`config.mk`:
```
export PLATFORM = sky130hd
export DESIGN_NAME = tinsel_msg_redirect_accel
export DESIGN_NICKNAME = d
export VERILOG_FILES = /design/src/rtl/tinsel_msg_redirect_accel_pkg.sv /design/src/rtl/tinsel_msg_redirect_accel_fifo.sv /design/src/rtl/tinsel_msg_redirect_accel.sv
export SDC_FILE = /design/constraint.sdc
export NUM_CORES = 1
export LEC_CHECK = 0
export ABC_AREA = 1
export CELL_PAD_IN_SITES_DETAIL_PLACEMENT = 0
export CELL_PAD_IN_SITES_GLOBAL_PLACEMENT = 1
export CORE_ASPECT_RATIO = 1.25
export CORE_MARGIN = 2
export CORE_UTILIZATION = 41
export CTS_CLUSTER_DIAMETER = 200
export CTS_CLUSTER_SIZE = 40
export DETAILED_ROUTE_END_ITERATION = 8
export PLACE_DENSITY_LB_ADDON = 0.15
export SYNTH_ARGS = -nofsm -noshare
export SYNTH_HDL_FRONTEND = slang
export SYNTH_SLANG_ARGS = --single-unit
```
`constraint.sdc`:
```
create_clock -name clk -period 7.5 [get_ports clk]
set_input_delay 1.5 -clock clk [delete_from_list [all_inputs] [get_ports clk]]
set_output_delay 1.5 -clock clk [all_outputs]
set_load 0.005 [all_outputs]
```
`src/rtl/tinsel_msg_redirect_accel_pkg.sv`:
```
// Shared NoC types for the Tinsel message redirect accelerator.
package tinsel_accel_pkg;

    localparam int unsigned MESH_X_BITS   = 4;
    localparam int unsigned MESH_Y_BITS   = 4;
    localparam int unsigned BITS_PER_FLIT = 128;

    typedef struct packed {
        logic [MESH_Y_BITS-1:0] board_y;
        logic [MESH_X_BITS-1:0] board_x;
        logic [7:0]             core_thread;
    } NetAddr;

    typedef struct packed {
        NetAddr                   dest;
        logic [BITS_PER_FLIT-1:0] payload;
        logic                     not_final_flit;
        logic                     is_idle_token;
    } Flit;

    localparam int unsigned FLIT_BITS    = $bits(Flit);
    localparam int unsigned NETADDR_BITS = $bits(NetAddr);

    typedef enum logic {
        HEAD,
        BODY
    } state_t;

endpackage

```
`src/rtl/tinsel_msg_redirect_accel_fifo.sv`:
```
// Registered flit FIFO; power-of-two depth, no fall-through, negedge-clocked.
module tinsel_flit_fifo #(
    parameter int unsigned WIDTH = 8,
    parameter int unsigned DEPTH = 4
) (
    input  logic                     clk,
    input  logic                     rst_n,
    input  logic                     push,
    input  logic [WIDTH-1:0]         wr_data,
    input  logic                     pop,
    output logic [WIDTH-1:0]         rd_data,
    output logic                     full,
    output logic                     empty,
    output logic [$clog2(DEPTH):0]   count
);

    localparam int unsigned AW = $clog2(DEPTH);
    localparam int unsigned CW = AW + 1;

    logic [WIDTH-1:0] mem [DEPTH];
    logic [AW-1:0]    wr_ptr;
    logic [AW-1:0]    rd_ptr;
    logic             do_push;
    logic             do_pop;

    assign full    = (count == CW'(DEPTH));
    assign empty   = (count == '0);
    assign do_push = push && !full;
    assign do_pop  = pop && !empty;
    assign rd_data = mem[rd_ptr];

    // Pointer and occupancy bookkeeping; pointers wrap naturally.
    always_ff @(negedge clk or negedge rst_n) begin
        if (!rst_n) begin
            wr_ptr <= '0;
            rd_ptr <= '0;
            count  <= '0;
        end else begin
            if (do_push) wr_ptr <= wr_ptr + 1'b1;
            if (do_pop)  rd_ptr <= rd_ptr + 1'b1;
            if (do_push && !do_pop)
                count <= count + 1'b1;
            else if (!do_push && do_pop)
                count <= count - 1'b1;
        end
    end

    // Storage array; contents need no reset since occupancy gates reads.
    always_ff @(negedge clk) begin
        if (do_push) mem[wr_ptr] <= wr_data;
    end

endmodule

```
`src/rtl/tinsel_msg_redirect_accel.sv`:
```
// Multi-flit message redirect accelerator: buffers flits, rewrites the
// destination of every flit of a message from its head payload, counts messages.
module tinsel_msg_redirect_accel
    import tinsel_accel_pkg::*;
#(
    parameter int unsigned TILE_X     = 0,
    parameter int unsigned TILE_Y     = 0,
    parameter int unsigned IN_DEPTH   = 4,
    parameter int unsigned DEST_LSB   = 0,
    parameter int unsigned COUNT_BITS = 32
) (
    input  logic                   clk,
    input  logic                   rst_n,
    input  logic [MESH_X_BITS-1:0] board_x,
    input  logic [MESH_Y_BITS-1:0] board_y,
    input  logic [FLIT_BITS-1:0]   in_data,
    input  logic                   in_valid,
    output logic                   in_ready,
    output logic [FLIT_BITS-1:0]   out_data,
    output logic                   out_valid,
    input  logic                   out_ready,
    output logic [COUNT_BITS-1:0]  msg_count,
    output logic                   busy
);

    localparam int unsigned CW = $clog2(IN_DEPTH) + 1;

    logic [FLIT_BITS-1:0] fifo_rd_data;
    logic                 fifo_full;
    logic                 fifo_empty;
    logic [CW-1:0]        fifo_count;
    logic                 load;
    state_t               state;
    NetAddr               held_dest;
    NetAddr               head_dest;
    Flit                  head;
    Flit                  next_flit;
    Flit                  out_reg;
    logic                 unused_bits;

    assign unused_bits = ^{board_x, board_y, TILE_X[0], TILE_Y[0]};

    assign in_ready  = (fifo_count != CW'(IN_DEPTH));
    assign load      = !fifo_empty && (!out_valid || out_ready);
    assign head      = fifo_rd_data;
    assign out_data  = out_reg;
    assign busy      = !fifo_empty || out_valid || (state == BODY);

    tinsel_flit_fifo #(
        .WIDTH (FLIT_BITS),
        .DEPTH (IN_DEPTH)
    ) u_fifo (
        .clk     (clk),
        .rst_n   (rst_n),
        .push    (in_valid && !fifo_full),
        .wr_data (in_data),
        .pop     (load),
        .rd_data (fifo_rd_data),
        .full    (fifo_full),
        .empty   (fifo_empty),
        .count   (fifo_count)
    );

    // Rewrite the popped flit: heads take their own payload field, bodies the held one.
    always_comb begin
        head_dest = head.payload[DEST_LSB +: NETADDR_BITS];
        next_flit = head;
        if (!head.is_idle_token)
            next_flit.dest = (state == HEAD) ? head_dest : held_dest;
    end

    // Framing state machine, output register and message counter, all advanced on a load.
    always_ff @(negedge clk or negedge rst_n) begin
        if (!rst_n) begin
            state     <= HEAD;
            held_dest <= '0;
            out_reg   <= '0;
            out_valid <= 1'b0;
            msg_count <= '0;
        end else if (load) begin
            out_reg   <= next_flit;
            out_valid <= 1'b1;
            if (!head.is_idle_token) begin
                if (state == HEAD) begin
                    if (head.not_final_flit) begin
                        held_dest <= head_dest;
                        state     <= BODY;
                    end else begin
                        msg_count <= msg_count + 1'b1;
                    end
                end else if (!head.not_final_flit) begin
                    msg_count <= msg_count + 1'b1;
                    state     <= HEAD;
                end
            end
        end else if (out_ready) begin
            out_valid <= 1'b0;
        end
    end

endmodule
```
==> results of run 1 <==
==> through the flow <==
stage / power, W / utilization / setup TNS, ns / hold slack [ns]
finish: 0.0143 / 0.515 / 0 / 0.435
CTS: 0.0144 / 0.515 / 0 / 0.438
detailed placement: 0.0118 / 0.476 / 0 / 0.419
floorplan: 0.00960 / - / -243.21 / 0.401
global placement: 0.0117 / 0.476 / 0 / 0.405
global route: 0.0154 / 0.515 / 0 / 0.463
==> how the worst min path moves through the flow <==
stage                         end                from  cells past startpoint  slack, ns
CTS                 held_dest[13]       held_dest[13]                      2       0.44
finish              held_dest[13]       held_dest[13]                      2       0.43
global route        held_dest[10]       held_dest[10]                      2       0.46
global placement    out_data[115]  u_fifo.mem[1][115]                      2       0.41
detailed placement   out_data[28]   u_fifo.mem[1][28]                      2       0.42
floorplan           out_data[100]  u_fifo.mem[1][100]                      2       0.40
==> layout make-up <==
type,count,area [µm²],share of cell area
antenna,6,15.0,0.000396
clock buffer,34,638,0.0168
clock inverter,590,2260,0.0596
inverter,60,245,0.00648
multi-input combinational,1560,6970,0.184
sequential,787,22600,0.597
tap,960,1200,0.0317
timing repair buffer,374,3930,0.104
==> kinds of logic after synthesis <==
kind of cell | synth area share
buffers and inverters | 0.0324
AOI/OAI and AO/OA | 0.0766
xor gates and xnor gates | 0.00455
muxes | 0.000369
DFF | 0.741
adders and majority gates | 0.00311
and+or+nand+nor | 0.142
==> flip-flops by register name, indices dropped and copies added, names as in the netlist <==
register,flops
held_dest,16
msg_count,32
out_data,146
out_valid,1
state,1
u_fifo.count,3
u_fifo.mem,584
u_fifo.rd_ptr,2
u_fifo.wr_ptr,2
==> layer usage <==
| metal | track usage | vias up | part of all wire |
|---|---|---|---|
| li1 | - | 10459 | - |
| met2 | 0.379 | 420 | 0.52 |
| met1 | 0.250 | 10595 | 0.40 |
| met4 | 0.0401 | 16 | 0.016 |
| met3 | 0.0364 | 82 | 0.057 |
| met5 | 0 | - | 0.0013 |
==> power by group <==
part           total [W]  internal [W]  switching, W
sequential       0.00635       0.00592      0.000433
clock            0.00306       0.00105       0.00201
combinational    0.00485       0.00184       0.00301
total             0.0143       0.00881       0.00545
==> worst min-delay path, stage by stage, from the launching register on <==
cell     delay [ns]
dfrtn_1        0.43
nand2_1        0.05
o21ai_0        0.06
==> cell usage in the layout, fill, tap and decap left out, drive strengths merged <==
cell type and n:
a21boi 3, a21oi 12, a31oi 112, buf 45
bufinv 1, clkbuf 34, clkdlybuf4s50 329, clkinv 2
clkinvlp 1, dfrtn 203, diode 6, edfxtp 584
fa 1, ha 6, inv 646, mux2 1
nand2 343, nand3 76, nand3b 13, nand4 7
nor2 660, nor3 5, o211ai 3, o21ai 297
o22ai 6, xnor2 9, xor2 6
==> results_dict.tcl, run 1 <==
set metrics [dict create \
    fillCellCount 6568 \
    setup_repair_after_global_routing_missed_its_margin "no" \
    synth_common_cells "nor2_1 (658), edfxtp_1 (584), nand2_1 (340), o21ai_0 (283), dfrtn_1 (203)" \
    critical_path.max_fanout 3 \
    postCtsSetupRepairBufs 0 \
    post_cts_hold_buffer_count 0 \
    report.final.slew_viol_count 0 \
    worst-r2r-setup-slack_ns 4.14 \
    seq_area_frac_synth 0.741 \
    final_nets 3555 \
    ctsHtreeMaxLevel 1 \
    overflow 0 \
    synth-edff-count 584 \
    ir_drop_v 0.000308 \
    synth.ff_latch_count 787 \
    worst_path_dominant_cell_family "buffers and inverters" \
    area_contributors_post_synth "edfxtp_1 (57%), dfrtn_1 (17%), nor2_1 (8.1%), o21ai_0 (4.6%), nand2_1 (4.2%)" \
    reg2reg_to "msg_count[11]" \
    worstSetupStartpointType "flop" \
    vias 21572 \
    setup_violations 0 \
    maxCapViolations 0 \
    run_status "completed" \
    pin_count 339 \
    hold_path.class "flop to flop" \
    buffers_inverters_on_critical_path 1 \
    drt_iter0_drc 1229 \
    clock_sinks 787 \
    post_synth_inst_count 2549 \
    timing.final.ws_setup_ns 0.287 \
    cts.reportedPaths.clkPinSlew_ns 0.10 \
    fp.dieW_um 248 \
    final-hold-violation-count 0 \
    io_buffers 330 \
    syn_to_final_growth_pct 24.0 \
    normalized_max_slew_margin 0.236 \
    hpwl_um 44900 \
    final_cell_area_um2 37900 \
    postSynth.asyncResetShare 0.258 \
    root_buffer "clkbuf_16" \
    fin_skew_ns 0.0918 \
    required_time_of_the_critical_path_ns 6.00 \
    syn_area_um2 30500 \
    yosys.cell_count.top_type "nor2_1" \
    end_kind "primary output" \
    dieArea_um2 76700 \
    first_global_vias 21304 \
    yosys_most_used_dff "edfxtp_1" \
    postSynthAreaPerCell_um2 12.0 \
    layout.cells.non_filler 4371 \
    synth.largest_area_cell "edfxtp_1" \
    grt_use_total 0.205 \
    insertion_delay_to_the_later_sink_of_the_worst_skew_pair_ns 0.69 \
    core_rows 111 \
    place.gp.congestion 0.814 \
    post_route_cells_drive_above_1_share 0.0270 \
    number_of_nets_produced_by_synthesis 2714 \
    rr_worst_depth 11 \
    beginning_of_the_critical_path "u_fifo.count[0]" \
    cts_inserted_buffers 23 \
    fp.coreArea_um2 73500 \
    cellLeakagePower_nw 15.8 \
    buffers_from_clock_root_to_sink_at_most 3 \
    post_cts_resized 0 \
    worst_r2r_startpoint "u_fifo.rd_ptr[0]" \
    grt_antenna_before_repair 9 \
    worst_path_largest_cell_delay_ns 0.61 \
    detailedPlace.worstSlack_ns 0.183 \
    yosys_warnings 0 \
    synth.distinct_cells 34 \
    viasPerCell 4.94 \
    critPathSlowestCell "clkdlybuf4s50_1" \
    placement.cell_area_um2 35000 \
    worst_ep_arrival_time_ns 5.71 \
    worst-path-stages 3 \
    pwr_density_cell_nw_per_um2 376 \
    dpl.cell_count 3742 \
    path_class "flop to primary output" \
    synth.top_cell.area_share 0.574 \
    worst_path_cell_chain "nor2_1, nand2_1, clkdlybuf4s50_1" \
    die_h_um 309 \
    drt_pass1_iterations 5 \
    floorplan.initialDensity 0.416 \
    drt.antenna.violating_nets 0 \
    drc 0 \
    setup_crit_end "in_ready" \
    routed_wl_um 79400 \
    grt_first_pass_wirelength_um 120000 \
    pin_count_of_the_biggest_net_entering_global_routing 200 \
    route.detailed.wl_per_inst_um 18.2 \
    worstMarginPinSlew_ns 1.15 \
    cts_tree "done" \
]
No activity file was read; power rests on OpenSTA's default activity.
==> run 2: changes to the inputs <==
Settings changed: HOLD_SLACK_MARGIN set to 0.1, SETUP_SLACK_MARGIN set to 0.4.
==> results_dict.tcl, run 2 (synthesized netlist as in run 1, its figures left out) <==
set metrics [dict create \
    run_status "completed" \
    layout.cells.non_filler 4373 \
    buffers_from_clock_root_to_sink_at_most 3 \
    grt_first_pass_wirelength_um 120000 \
    drt_iter0_drc 1220 \
    setup_repair_after_global_routing_missed_its_margin "no" \
    largest_register_ffs 584 \
    first_global_vias 21311 \
    fp.coreArea_um2 73500 \
    cts.reportedPaths.clkPinSlew_ns 0.11 \
    clock_sinks 787 \
    insertion_delay_to_the_later_sink_of_the_worst_skew_pair_ns 0.68 \
    io_buffers 330 \
    pin_count 339 \
    critPathSlowestCell "dfrtn_1" \
    setup_violations 0 \
    worst_ep_arrival_time_ns 5.49 \
    final_cell_mix "nor2_1 (653), inv_1 (639), edfxtp_1 (584)" \
    final_nets 3557 \
    fin_total_pwr_w 0.0143 \
    hold_path.class "flop to flop" \
    grt_use_total 0.205 \
    floorplan.initialDensity 0.416 \
    drc 0 \
    worstSetupStartpointType "flop" \
    final_util 0.516 \
    fp.dieW_um 248 \
    pin_count_of_the_biggest_net_entering_global_routing 200 \
    maxCapViolations 0 \
    root_buffer "clkbuf_16" \
    registers.top_by_ff_count "u_fifo.mem" \
    viasPerCell 4.94 \
    vias 21601 \
    critical_path.max_fanout 7 \
    drt_pass1_iterations 5 \
    final-hold-violation-count 0 \
    cts_tree "done" \
    dieArea_um2 76700 \
    cellLeakagePower_nw 15.8 \
    ir_drop_v 0.000306 \
    routed_wl_um 79600 \
    normalized_max_slew_margin 0.243 \
    final_common_cell "nor2_1" \
    fillCellCount 6567 \
    post_cts_hold_buffer_count 0 \
    overflow 0 \
    syn_to_final_growth_pct 24.1 \
    pwr_density_cell_nw_per_um2 377 \
    route.detailed.wl_per_inst_um 18.2 \
    worstMarginPinSlew_ns 1.13 \
    dpl.cell_count 3742 \
    report.final.slew_viol_count 0 \
    path_class "flop to primary output" \
    post_route_cells_drive_above_1_share 0.0282 \
    drt.antenna.violating_nets 0 \
    worst_path_dominant_cell_family "flip-flops" \
    required_time_of_the_critical_path_ns 6.00 \
    core_rows 111 \
    grt_antenna_before_repair 9 \
    fin_skew_ns 0.0944 \
    ctsHtreeMaxLevel 1 \
    worst_hold_slack_ns 0.435 \
    end_kind "primary output" \
    hpwl_um 44900 \
    worst_path_largest_cell_delay_ns 0.58 \
    place.gp.congestion 0.814 \
    buffers_inverters_on_critical_path 1 \
    die_h_um 309 \
    worst_path_cell_chain "clkdlybuf4s50_1" \
    cts_inserted_buffers 23 \
]
run 2: cell types whose count changed in the layout (fill, tap and decap cells not counted), sizes merged:
cell	change
buf	+2
clkdlybuf4s50	-2
dlygate4sd2	+2
run 2: area by class of cell:
type | count | area [µm²] | share of cell area
Sequential cell | 787 | 22600 | 0.597
Multi-Input combinational cell | 1560 | 6980 | 0.184
Inverter | 60 | 245 | 0.00647
Clock inverter | 590 | 2260 | 0.0596
Clock buffer | 34 | 638 | 0.0168
Timing Repair Buffer | 376 | 3940 | 0.104
Antenna cell | 6 | 15.0 | 0.000396
Tap cell | 960 | 1200 | 0.0317
run 2: through the flow:
stage	setup slack [ns]	cell area [µm²]	setup TNS, ns
finish	0.507	37900	0
global route	0.449	37900	0
CTS	0.478	37900	0
detailed placement	0.183	35000	0
global placement	0.173	35000	0
floorplan	-0.431	30600	-243.21
run 2: per-layer routing:
metal | wire length (µm) | GRT usage | vias up | part of all wire
met1 | 32000 | 0.250 | 10577 | 0.40
met4 | 1330 | 0.0401 | 16 | 0.017
met5 | 111 | 0 | - | 0.0014
li1 | - | - | 10463 | -
met3 | 4670 | 0.0370 | 86 | 0.059
met2 | 41400 | 0.379 | 459 | 0.52
run 2: repair_timing:
action | 4_1_cts | 5_1_grt
gates resized for setup | 4 | 0
buffers inserted | 2 | 0
setup endpoints to repair | 2 | 0
run 2: power breakdown:
| group | internal [W] | leakage [nW] | switching [W] |
|---|---|---|---|
| combinational | 0.00185 | 4.60 | 0.00301 |
| clock | 0.00105 | 3.45 | 0.00202 |
| sequential | 0.00592 | 7.76 | 0.000431 |
| total | 0.00881 | 15.8 | 0.00546 |
run 2: final timing paths:
check,start,end,depth (start not counted),slack (ns)
min in group asynchronous,rst_n,out_data[121],1,4.52
worst min-delay path,held_dest[1],held_dest[1],2,0.43
worst max register to register,u_fifo.rd_ptr[0],msg_count[11],11,4.14
max in group asynchronous,rst_n,out_data[81],2,2.14
worst min register to register,held_dest[1],held_dest[1],2,0.43
worst max-delay path,msg_count[22],msg_count[22],1,0.51
==> run 3: changes to the inputs <==
Settings changed: CORE_UTILIZATION 41 to 45.
Clock period 7.5 ns to 7.08 ns, I/O delays scaled along.
==> results_dict.tcl, run 3 (synthesized netlist as in run 1, its figures left out) <==
set metrics [dict create \
    buffers_inverters_on_critical_path 1 \
    routed_wl_um 78800 \
    worstMarginPinSlew_ns 1.10 \
    cellLeakagePower_nw 16.0 \
    grt_use_met2 0.396 \
    ir_drop_v 0.000373 \
    overflow 0 \
    registers.top_by_ff_count "u_fifo.mem" \
    pin_count_of_the_biggest_net_entering_global_routing 214 \
    worst_ep_arrival_time_ns 5.22 \
    cts.reportedPaths.clkPinSlew_ns 0.10 \
    min_delay_path_depth 2 \
    grt_first_pass_wirelength_um 119000 \
    hpwl_um 44400 \
    drt_iter0_drc 1418 \
    gr-usage-met3 0.0453 \
    worst_path_largest_cell_delay_ns 0.65 \
    final_util 0.568 \
    ctsHtreeMaxLevel 1 \
    io_buffers 330 \
    root_buffer "clkbuf_16" \
    global_route.peak_usage_layer "met2" \
    final-hold-violation-count 0 \
    route.detailed.wl_per_inst_um 18.3 \
    hold_path.class "flop to flop" \
    die_h_um 295 \
    viasPerCell 5.09 \
    rr_worst_depth 11 \
    required_time_of_the_critical_path_ns 5.66 \
    layout.cells.non_filler 4306 \
    setup_violations 0 \
    drt.antenna.violating_nets 0 \
    pwr_density_cell_nw_per_um2 401 \
    first_global_vias 21446 \
    end_kind "primary output" \
    fin_skew_ns 0.0937 \
    dpl.cell_count 3656 \
    setup_repair_after_global_routing_missed_its_margin "yes" \
    path_class "flop to primary output" \
    maxCapViolations 0 \
    cts_tree "done" \
    worstSetupStartpointType "flop" \
    drt_pass1_iterations 5 \
    insertion_delay_to_the_later_sink_of_the_worst_skew_pair_ns 0.68 \
    worst_path_cell_chain "clkdlybuf4s50_1" \
    worst_path_dominant_cell_family "buffers and inverters" \
    fp.dieW_um 237 \
    drc 0 \
    grt_antenna_before_repair 17 \
    floorplan.initialDensity 0.456 \
    clock_sinks 787 \
    report.final.slew_viol_count 0 \
    final_common_cell "nor2_1" \
    core_rows 106 \
    post_route_cells_drive_above_1_share 0.0358 \
    normalized_max_slew_margin 0.268 \
    vias 21912 \
    grt.met1_usage 0.268 \
    run_status "completed" \
    cts_inserted_buffers 23 \
    pin_count 339 \
    critPathSlowestCell "clkdlybuf4s50_1" \
    syn_to_final_growth_pct 24.6 \
    fillCellCount 5655 \
    sequential_cell_area_um2 22600 \
    largest_register_ffs 584 \
    dieArea_um2 70000 \
    place.gp.congestion 0.850 \
    final_nets 3583 \
    final_cell_mix "nor2_1 (653), inv_1 (639), edfxtp_1 (584)" \
    critical_path.max_fanout 2 \
    fp.coreArea_um2 67000 \
    grt_use_total 0.221 \
    worst-path-stages 1 \
    multiInputGateArea_um2 6980 \
    buffers_from_clock_root_to_sink_at_most 3 \
]
[run 3: cell count changes in the layout (fill, tap and decap cells not counted), sizes merged]
cell           delta
buf              +26
clkinv            +2
diode             +2
bufinv            +1
clkbuf            -1
clkdlybuf4s15     +1
clkinvlp          -1
dlygate4sd2       -1
[run 3: power by group]
part	leakage, nW	internal (W)	switching, W
clock network	3.47	0.00115	0.00215
registers	7.76	0.00626	0.000441
logic	4.74	0.00202	0.00323
[run 3: path summary, 6_finish.rpt]
| kind | from | endpoint | slack (ns) |
|---|---|---|---|
| worst min-delay path | held_dest[14] | held_dest[14] | 0.43 |
| worst max register to register | u_fifo.rd_ptr[0] | msg_count[15] | 3.70 |
| worst min register to register | held_dest[14] | held_dest[14] | 0.43 |
| worst max-delay path | out_data[111] | out_data[111] | 0.44 |
| min in group asynchronous | rst_n | out_data[122] | 4.19 |
| max in group asynchronous | rst_n | out_data[49] | 2.14 |
[run 3: stage by stage]
step           hold slack [ns]  cell area (µm²)  setup TNS [ns]  total power, W  setup slack, ns
6_report                 0.429            38000               0          0.0153            0.442
3_5_place_dp             0.422            35000               0          0.0126            0.157
4_1_cts                  0.433            37900               0          0.0154            0.383
5_1_grt                  0.457            38000               0          0.0164            0.350
3_3_place_gp             0.405            35000               0          0.0124            0.157
2_1_floorplan            0.401            30600         -316.80          0.0102           -0.557
[run 3: final cells by class]
| type | count | share of cell area |
|---|---|---|
| Inverter | 60 | 0.00645 |
| Clock buffer | 33 | 0.0167 |
| Tap cell | 864 | 0.0284 |
| Timing Repair Buffer | 402 | 0.110 |
| Clock inverter | 592 | 0.0603 |
| Antenna cell | 8 | 0.000526 |
| Multi-Input combinational cell | 1560 | 0.183 |
| Sequential cell | 787 | 0.595 |
[run 3: timing repair]
action | 4_1_cts | 5_1_grt
pin swaps | 0 | 1
endpoints found under the setup margin | 5 | 9
resized for setup | 3 | 3
endpoints found under the hold margin | 0 | 0
setup buffers | 5 | 13
hold buffers | 0 | 0
[run 3: metal layers]
layer	share of wire	routed length [µm]
met5	0.0016	130
met4	0.028	2210
met3	0.067	5260
met2	0.51	39900
met1	0.40	31300
